--- config.mk ---
export PLATFORM = sky130hd
export DESIGN_NAME = ifmap_spad_ctrl
export DESIGN_NICKNAME = d
export VERILOG_FILES = /design/src/rtl/ifmap_spad_ctrl.sv
export SDC_FILE = /design/constraint.sdc
export NUM_CORES = 1
export LEC_CHECK = 0
export ABC_AREA = 1
export BUFFER_PORTS_ARGS = -buffer_cell sky130_fd_sc_hd__buf_2
export CAP_MARGIN = 40
export CORE_MARGIN = 1
export CORE_UTILIZATION = 40
export CTS_CLUSTER_DIAMETER = 60
export DETAILED_ROUTE_END_ITERATION = 7
export GPL_TIMING_DRIVEN = 0
export SLEW_MARGIN = 20
export SYNTH_ARGS = -nofsm -noshare
export SYNTH_HDL_FRONTEND = slang
export SYNTH_SLANG_ARGS = --single-unit
--- constraint.sdc ---
create_clock -name clk -period 3 [get_ports clk]
set_clock_uncertainty 0.05 [all_clocks]
set_input_delay 0.3 -clock clk [delete_from_list [all_inputs] [get_ports clk]]
set_output_delay 0.3 -clock clk [all_outputs]
set_load 0.05 [all_outputs]
--- src/rtl/ifmap_spad_ctrl.sv ---
// Sequencer for the PE ifmap scratchpad: ring-buffer fill from the input channel, then
// replays each sliding window to the MAC cfg_reuse times before refilling the freed entries.
module ifmap_spad_ctrl #(
  parameter int unsigned DEPTH  = 12,
  parameter int unsigned ADDR_W = 4,
  parameter int unsigned DATA_W = 16,
  parameter int unsigned CNT_W  = 8
) (
  input  logic              clk,
  input  logic              rst_n,
  input  logic              start,
  input  logic [ADDR_W-1:0] cfg_taps,
  input  logic [ADDR_W-1:0] cfg_stride,
  input  logic [CNT_W-1:0]  cfg_reuse,
  input  logic [CNT_W-1:0]  cfg_num_win,
  input  logic              in_valid,
  input  logic [DATA_W-1:0] in_data,
  output logic              in_ready,
  input  logic              rd_ready,
  output logic              rd_valid,
  output logic              rd_last,
  output logic [ADDR_W-1:0] spad_addr,
  output logic              spad_we,
  output logic [DATA_W-1:0] spad_din,
  output logic              busy,
  output logic              done,
  output logic              cfg_err
);

  typedef enum logic [1:0] {StIdle, StFill, StRead, StDone} state_e;

  localparam logic [ADDR_W-1:0] LastAddr = ADDR_W'(DEPTH - 1);
  localparam logic [ADDR_W:0]   DepthW   = (ADDR_W + 1)'(DEPTH);

  state_e            state_q;
  logic [ADDR_W-1:0] taps_q, stride_q;
  logic [CNT_W-1:0]  reuse_q, num_win_q;
  logic [ADDR_W-1:0] wr_ptr_q, base_q, need_q, tap_q;
  logic [CNT_W-1:0]  pass_q, win_q;
  logic              cfg_err_q;

  logic              cfg_ok;
  logic              last_tap;
  logic [ADDR_W-1:0] rd_addr;

  // Both operands are below DEPTH (stride may equal DEPTH), so one subtract suffices.
  function automatic logic [ADDR_W-1:0] wrap_add(input logic [ADDR_W-1:0] a,
                                                  input logic [ADDR_W-1:0] b);
    logic [ADDR_W:0] s;
    s = {1'b0, a} + {1'b0, b};
    if (s >= DepthW) s = s - DepthW;
    return s[ADDR_W-1:0];
  endfunction

  assign cfg_ok = (cfg_taps != '0) && ({1'b0, cfg_taps} <= DepthW) &&
                  (cfg_stride != '0) && (cfg_stride <= cfg_taps) &&
                  (cfg_reuse != '0) && (cfg_num_win != '0);

  assign last_tap = (tap_q == taps_q - ADDR_W'(1));
  assign rd_addr  = wrap_add(base_q, tap_q);

  // Combinational so the spad sees a stable address half a cycle before its falling edge.
  assign busy      = (state_q != StIdle);
  assign done      = (state_q == StDone);
  assign cfg_err   = cfg_err_q;
  assign in_ready  = (state_q == StFill);
  assign spad_we   = in_ready & in_valid;
  assign spad_din  = spad_we ? in_data : '0;
  assign rd_valid  = (state_q == StRead);
  assign rd_last   = rd_valid & last_tap;
  assign spad_addr = in_ready ? wr_ptr_q : (rd_valid ? rd_addr : '0);

  always_ff @(posedge clk or negedge rst_n) begin
    if (!rst_n) begin
      state_q   <= StIdle;
      taps_q    <= '0;
      stride_q  <= '0;
      reuse_q   <= '0;
      num_win_q <= '0;
      wr_ptr_q  <= '0;
      base_q    <= '0;
      need_q    <= '0;
      tap_q     <= '0;
      pass_q    <= '0;
      win_q     <= '0;
      cfg_err_q <= 1'b0;
    end else begin
      cfg_err_q <= 1'b0;
      unique case (state_q)
        StIdle: begin
          if (start) begin
            if (cfg_ok) begin
              taps_q    <= cfg_taps;
              stride_q  <= cfg_stride;
              reuse_q   <= cfg_reuse;
              num_win_q <= cfg_num_win;
              wr_ptr_q  <= '0;
              base_q    <= '0;
              need_q    <= cfg_taps;
              tap_q     <= '0;
              pass_q    <= '0;
              win_q     <= '0;
              state_q   <= StFill;
            end else begin
              cfg_err_q <= 1'b1;
            end
          end
        end
        StFill: begin
          if (in_valid) begin
            wr_ptr_q <= (wr_ptr_q == LastAddr) ? '0 : wr_ptr_q + ADDR_W'(1);
            need_q   <= need_q - ADDR_W'(1);
            if (need_q == ADDR_W'(1)) begin
              tap_q   <= '0;
              pass_q  <= '0;
              state_q <= StRead;
            end
          end
        end
        StRead: begin
          if (rd_ready) begin
            if (!last_tap) begin
              tap_q <= tap_q + ADDR_W'(1);
            end else begin
              tap_q <= '0;
              if (pass_q != reuse_q - CNT_W'(1)) begin
                pass_q <= pass_q + CNT_W'(1);
              end else if (win_q == num_win_q - CNT_W'(1)) begin
                state_q <= StDone;
              end else begin
                // Slide the window; only the stride oldest entries need replacing.
                pass_q  <= '0;
                win_q   <= win_q + CNT_W'(1);
                base_q  <= wrap_add(base_q, stride_q);
                need_q  <= stride_q;
                state_q <= StFill;
              end
            end
          end
        end
        StDone: state_q <= StIdle;
        default: state_q <= StIdle;
      endcase
    end
  end

endmodule
# After elaboration in Yosys (flattened, before gate mapping)
# Index checks and enable logic that the tools add are counted.
word_totals:
  register_bits: 59
  input_bits: 45
  out_inout_bits: 27
  wordCells: 122
classes:
  n_addsub: 12
  n_lt_le_gt_ge: 4
  n_eq_ne: 17
  n_mux: 54
  bitwise: 2
  n_reduce_logical: 21
op_table:
  columns: ["cell", "count"]
  rows:
  - ["$mux W8", 12]
  - ["$mux W4", 23]
  - ["$pmux W4 S3", 2]
  - ["$pmux W8 S3", 1]
  - ["$add A8 B1 Y8 const B", 2]
  - ["$mux W16", 1]
  - ["$mux W2", 8]
  - ["$pmux W4 S2", 2]
  - ["$pmux W8 S2", 1]
  - ["$reduce_and A8 Y1", 2]
  - ["$reduce_bool A8 Y1", 2]
  - ["$sub A8 B1 Y8 const B", 2]
  - ["$reduce_and A7 Y1", 2]
  - ["$ne A2 B2 Y1 const B", 6]
  - ["$add A4 B4 Y5", 2]
  - ["$ge A5 B4 Y1 const B", 2]
  - ["$add A4 B1 Y4 const B", 2]
  - ["$eq A8 B8 Y1", 1]
  - ["$ne A8 B8 Y1", 1]
  - ["$pmux W2 S4", 1]
  - ["$reduce_bool A4 Y1", 2]
  - ["$sub A4 B1 Y4 const B", 2]
  - ["$sub A4 B4 Y4 const B", 2]
  - ["$reduce_and A6 Y1", 1]
  - ["other kinds (17)", 28]

# Depth between registers and ports, before layout
logic_depth:
  word_depth: 9
  ltp_mapped: 17
  ltp_nobuf: 16

# Worst setup path before layout
# No wires, ideal clock.
synth_timing:
  kind: "register to output"
  from: "register tap_q[0]"
  to: "output port spad_addr[3]"
  t_arrival_ps: 2614
  required_ps: 2650
  slack_ps: 36
  path_stages_with_launch: 8
  path_buffers: 0
  path_cell_list: "dfrtp_1 > ha_1 > fa_1 > xor2_1 > ha_1 > a221oi_1 > a21oi_1 > o22ai_1"
synth_via:
  elab_chain_cells: 5
  elab_cells_between_ends: 6
  cone_classes: "add/sub: 2; order compare: 1; mux: 3"
synth_rtl:
  columns: ["item", "line", "source"]
  rows:
  - ["start: declaration", "38", "logic [ADDR_W-1:0] wr_ptr_q, base_q, need_q, tap_q;"]
  - ["start signal: assignment", "123", "tap_q <= tap_q + ADDR_W'(1);"]
  - ["$add A4 B4 Y5 (*)", "50", "s = {1'b0, a} + {1'b0, b};"]
  - ["$sub A4 B4 Y4 / $ge A5 B4 Y1 (equally long branches)", "51", "if (s >= DepthW) s = s - DepthW;"]
  - ["$mux W4 (*)", "51", null]
  - ["$mux W4 (*) (2 in a row)", "71", "assign spad_addr = in_ready ? wr_ptr_q : (rd_valid ? rd_addr : '0);"]
  - ["end: declaration", "22", "output logic [ADDR_W-1:0] spad_addr,"]
# Mark *: on every way between the ends. The rest lies on a longest branch, timed or not.

# Worst setup path in the final report
layout_timing:
  from: "register tap_q[0]"
  to: "output port spad_addr[2]"
# Same word-level chain as after synthesis.

==> impl_metrics.prom <==
# TYPE chip_impl_metric gauge
chip_impl_info{name="post-synth-top-count-cell",value="nand2_1"} 1
chip_impl_metric{name="floorplan.die.height",unit="um"} 110
chip_impl_info{name="kind_of_end_point_of_the_critical_path",value="output port"} 1
chip_impl_info{name="netlist.top_cell.by_area",value="dfrtp_1"} 1
chip_impl_metric{name="num-nets-final",unit=""} 868
chip_impl_metric{name="max-vdd-ir-drop",unit="mV"} 0.447
chip_impl_metric{name="required",unit="ns"} 2.65
chip_impl_metric{name="power_density_of_the_placed_cells",unit="nW/um^2"} 1000
chip_impl_metric{name="period_minus_slack",unit="ns"} 2.94
chip_impl_info{name="crit_top_cell",value="nand2_1"} 1
chip_impl_metric{name="postSynthAreaPerCell",unit="sq um"} 6.65
chip_impl_info{name="critPathSlowestCell",value="dfrtp_2"} 1
chip_impl_metric{name="maxCapViolations",unit=""} 0
chip_impl_metric{name="numCtsBuffers",unit=""} 9
chip_impl_metric{name="drt-vias-per-instance",unit=""} 4.94
chip_impl_info{name="worstPathCellList",value="ha_4 -> fa_2 -> xor2_2 -> ha_2 -> a221oi_2 -> nand2_1 -> xor2_1 -> nand2_1 -> o21ai_2 -> buf_6"} 1
chip_impl_info{name="clk_root_buffer_cell",value="clkbuf_16"} 1
chip_impl_info{name="timing.hold.worst.class",value="in2reg"} 1
chip_impl_info{name="synth_common_cells",value="nand2_1 (209), inv_1 (109), nor2_1 (80), dfrtp_1 (59), o21ai_0 (45)"} 1
chip_impl_info{name="main_combinational_cell_family_by_area_after_synthesis",value="simple AND/OR/NAND/NOR gates"} 1
chip_impl_metric{name="synth_area",unit="sq um"} 4690
chip_impl_metric{name="max-clock-path-buffers",unit=""} 2
chip_impl_metric{name="detail_route.wl_per_cell",unit="um"} 13.3
chip_impl_metric{name="wl_met2",unit="um"} 5880
chip_impl_metric{name="layout_cell_share_with_drive_strength_beyond_1",unit="%"} 16.9
chip_impl_info{name="netlist_top_cells_area",value="dfrtp_1 (32%), nand2_1 (17%), inv_1 (8.7%)"} 1
chip_impl_metric{name="route.layer.met1.wl",unit="um"} 5850
chip_impl_metric{name="finalSetupTns",unit="ns"} 0
chip_impl_metric{name="final_count_of_negative_setup_slack_endpoints",unit=""} 0
chip_impl_metric{name="seq_area",unit="sq um"} 1480
chip_impl_info{name="ys.flop_type",value="dfrtp_1"} 1
chip_impl_info{name="timing.setup.critical_path_class",value="reg2out"} 1
chip_impl_metric{name="syn-num-nets",unit=""} 780
chip_impl_info{name="cts_tree",value="yes"} 1
chip_impl_metric{name="diodes",unit=""} 0
chip_impl_metric{name="synth-async-reset-ratio",unit="%"} 100
chip_impl_metric{name="place_hpwl",unit="um"} 9620
chip_impl_metric{name="seqPwrFrac",unit="%"} 24.4
chip_impl_info{name="timing.critical_path.from_type",value="flip-flop"} 1
chip_impl_metric{name="power.combinational.fraction",unit="%"} 53.7
chip_impl_metric{name="flip_flop_and_latch_count_after_synthesis",unit=""} 59
chip_impl_metric{name="hold_viol_final",unit=""} 0
chip_impl_metric{name="seq_area_frac_synth",unit="%"} 31.5
chip_impl_metric{name="worstSkewPairLatency",unit="ns"} 0.34
chip_impl_metric{name="post_synth_num_cell_types",unit=""} 36
chip_impl_metric{name="wirelength",unit="um"} 12500
chip_impl_metric{name="design.core.area",unit="sq um"} 11400
chip_impl_metric{name="netSwitchingFraction",unit="%"} 47.5
chip_impl_metric{name="fin_hold_ws",unit="ns"} 0.186
chip_impl_metric{name="slew_headroom",unit="%"} 60.3
chip_impl_metric{name="final_weighted_congestion_of_routability_driven_global_placement",unit=""} 0.816
chip_impl_metric{name="multi_input_comb_area",unit="sq um"} 2730
chip_impl_metric{name="worst_slew_pin_slew",unit="ns"} 0.593
chip_impl_metric{name="iteration_count_of_the_initial_detailed_routing_pass",unit=""} 5
chip_impl_metric{name="synth-warning-count",unit=""} 0
chip_impl_metric{name="clkPwrFrac",unit="%"} 21.9
chip_impl_metric{name="synth.mux.area_fraction",unit="%"} 0
chip_impl_metric{name="synth_compound_area_share",unit="%"} 7.58
chip_impl_metric{name="clock_sinks",unit=""} 59
chip_impl_metric{name="cpPeakStageDelay",unit="ns"} 0.43
chip_impl_metric{name="grt_first_pass_wirelength",unit="um"} 20500
chip_impl_metric{name="crit_arrival",unit="ns"} 2.59
chip_impl_metric{name="routed_wire_length_on_met3",unit="um"} 470
chip_impl_metric{name="synth_edf_count",unit=""} 0
chip_impl_metric{name="fillerInstances",unit=""} 1170
chip_impl_metric{name="floorplan.initialDensity",unit="%"} 41.0
chip_impl_metric{name="areaGrowthSynthToFinish",unit="%"} 21.7
chip_impl_metric{name="power_switching",unit="W"} 0.00272
chip_impl_metric{name="die-area",unit="sq um"} 12200
chip_impl_info{name="max_layer_used",value="met4"} 1
chip_impl_metric{name="cell_internal_pwr",unit="W"} 0.00300
chip_impl_metric{name="cts.reportedPaths.clkPinSlew",unit="ns"} 0.05
chip_impl_metric{name="antenna_left",unit=""} 0
chip_impl_metric{name="synthXorXnorAreaFrac",unit="%"} 5.61
chip_impl_info{name="outcome",value="completed"} 1
chip_impl_metric{name="io_pins",unit=""} 72
chip_impl_metric{name="synth-adder-area-share",unit="%"} 8.33
chip_impl_metric{name="critPathMaxFanout",unit=""} 3
chip_impl_metric{name="num_rows",unit=""} 39
chip_impl_metric{name="detailroute.via_count",unit=""} 4646
chip_impl_info{name="setup_repair_after_global_routing_missed_its_margin",value="yes"} 1
chip_impl_metric{name="synthesis.instances",unit=""} 705
chip_impl_metric{name="overflow_left_after_global_routing",unit=""} 0
chip_impl_metric{name="final_min_period_over_clock_period",unit="%"} 98.1
chip_impl_metric{name="post-route-drc-count",unit=""} 0
chip_impl_metric{name="portBuffers",unit=""} 71
chip_impl_metric{name="first_global_vias",unit=""} 4349
chip_impl_metric{name="die_width",unit="um"} 110
chip_impl_metric{name="post_synth_and_or_nand_nor_area_fraction",unit="%"} 35.6
chip_impl_metric{name="power.leakage",unit="nW"} 3.19
chip_impl_metric{name="synthDominantCellAreaShare",unit="%"} 31.5
chip_impl_metric{name="grt_util_all_layers",unit="%"} 22.2
chip_impl_metric{name="maxClockFrequency",unit="MHz"} 340
chip_impl_metric{name="maxSlewViolCount",unit=""} 0
chip_impl_metric{name="initial_antenna_violation_count",unit=""} 0
chip_impl_metric{name="maximum_number_of_pins_on_one_net_before_global_route_repair",unit=""} 37
chip_impl_metric{name="htree_num_levels",unit=""} 3
chip_impl_metric{name="dr.first_iter.drc_count",unit=""} 233
==> cell families after synthesis <==
logic type                 Yosys count
buffers and inverters              133
adders and majority gates           30
AOI/OAI and AO/OA                   67
DFF                                 59
xor gates and xnor gates            30
and+or+nand+nor                    386
==> sequential cells by signal, summed over array words and instances, names as in the netlist <==
name / cells
num_win_q: 8
pass_q: 8
reuse_q: 8
win_q: 8
base_q: 4
need_q: 4
stride_q: 4
tap_q: 4
taps_q: 4
wr_ptr_q: 4
state_q: 2
cfg_err: 1
==> power by group through the flow <==
stage                     Combinational (W)  Clock, W  Sequential (W)
final                               0.00307   0.00125         0.00139
after global routing                0.00353   0.00131         0.00143
after CTS                           0.00303   0.00127         0.00138
after detailed placement            0.00298         0         0.00139
after global placement              0.00290         0         0.00139
after floorplan                     0.00234         0         0.00130
==> critical path: cells and delay by family (launching register included) <==
family / cells / cell delay, ns
adders and majority gates: 3 / 0.79
DFF: 1 / 0.43
AOI/OAI and AO/OA: 2 / 0.36
xor gates and xnor gates: 2 / 0.32
and+or+nand+nor: 2 / 0.19
buffers and inverters: 1 / 0.17
==> cells in the final DEF (no fill, tap or decap), types with 2 or more instances in the layout <==
master / Yosys / layout
a21oi_1: 13 / 13
a22oi_1: 3 / 3
buf_2: 3 / 71
buf_4: 3 / 9
buf_6: 2 / 3
bufinv_16: 0 / 3
clkbuf_1: 9 / 9
clkbuf_16: 0 / 9
clkbuf_2: 2 / 2
clkbuf_8: 0 / 3
dfrtp_1: 59 / 56
dfrtp_2: 0 / 3
ha_1: 28 / 25
ha_4: 0 / 2
inv_1: 109 / 109
inv_2: 4 / 4
nand2_1: 209 / 209
nand2_2: 5 / 5
nand3_1: 38 / 38
nand3_2: 2 / 2
nand3b_1: 5 / 5
nand4_1: 27 / 27
nor2_1: 80 / 80
nor2_2: 8 / 8
nor2_4: 2 / 2
nor3_1: 5 / 5
nor3b_1: 2 / 2
o21ai_0: 45 / 44
xnor2_1: 13 / 13
xor2_1: 17 / 16
==> cell type report <==
type                            count  share of cell area [%]
Multi-Input combinational cell    513                    47.8
Sequential cell                    59                    25.9
Timing Repair Buffer               77                    7.48
Inverter                          113                    7.44
Clock buffer                       12                    4.67
Tap cell                          143                    3.14
Buffer                             20                    1.89
Clock inverter                      4                    1.67
==> final timing paths <==
path,startpoint,endpoint,slack [ns],cells after the start
setup reg to reg,base_q[0],base_q[3],0.42,14
min in group asynchronous,rst_n,pass_q[7],0.37,2
setup / recovery,tap_q[0],spad_addr[2],0.06,10
hold / removal,start,cfg_err,0.19,3
max in group asynchronous,rst_n,tap_q[1],2.00,3
hold reg to reg,need_q[3],need_q[3],0.43,2
==> metrics by stage <==
step           instance area [sq um]  setup slack [ns]  util, %  cells  total power, W
3_3_place_gp                    5220             0.155     45.7    919         0.00428
4_1_cts                         5640           0.00879     49.4    938         0.00569
2_1_floorplan                   4690            0.0358        -    705         0.00364
5_1_grt                         5700           -0.0379     50.0    941         0.00626
3_5_place_dp                    5240            0.0958     45.9    920         0.00437
6_report                        5700            0.0581     50.0    941         0.00572
==> layer usage <==
metal / GRT usage (%) / up-vias
li1: - / 2390
met1: 28.1 / 2151
met2: 37.1 / 80
met3: 3.70 / 25
met4: 9.96 / 0
met5: 0 / -
==> repair_timing <==
action,4_1_cts,5_1_grt
buffers inserted,1,3
hold buffers,1,0
hold endpoints to repair,23,0
setup endpoints to repair,2,2
pin swaps,2,5
gates resized for setup,5,11
Note: power is estimated with default switching activity, not from simulation.
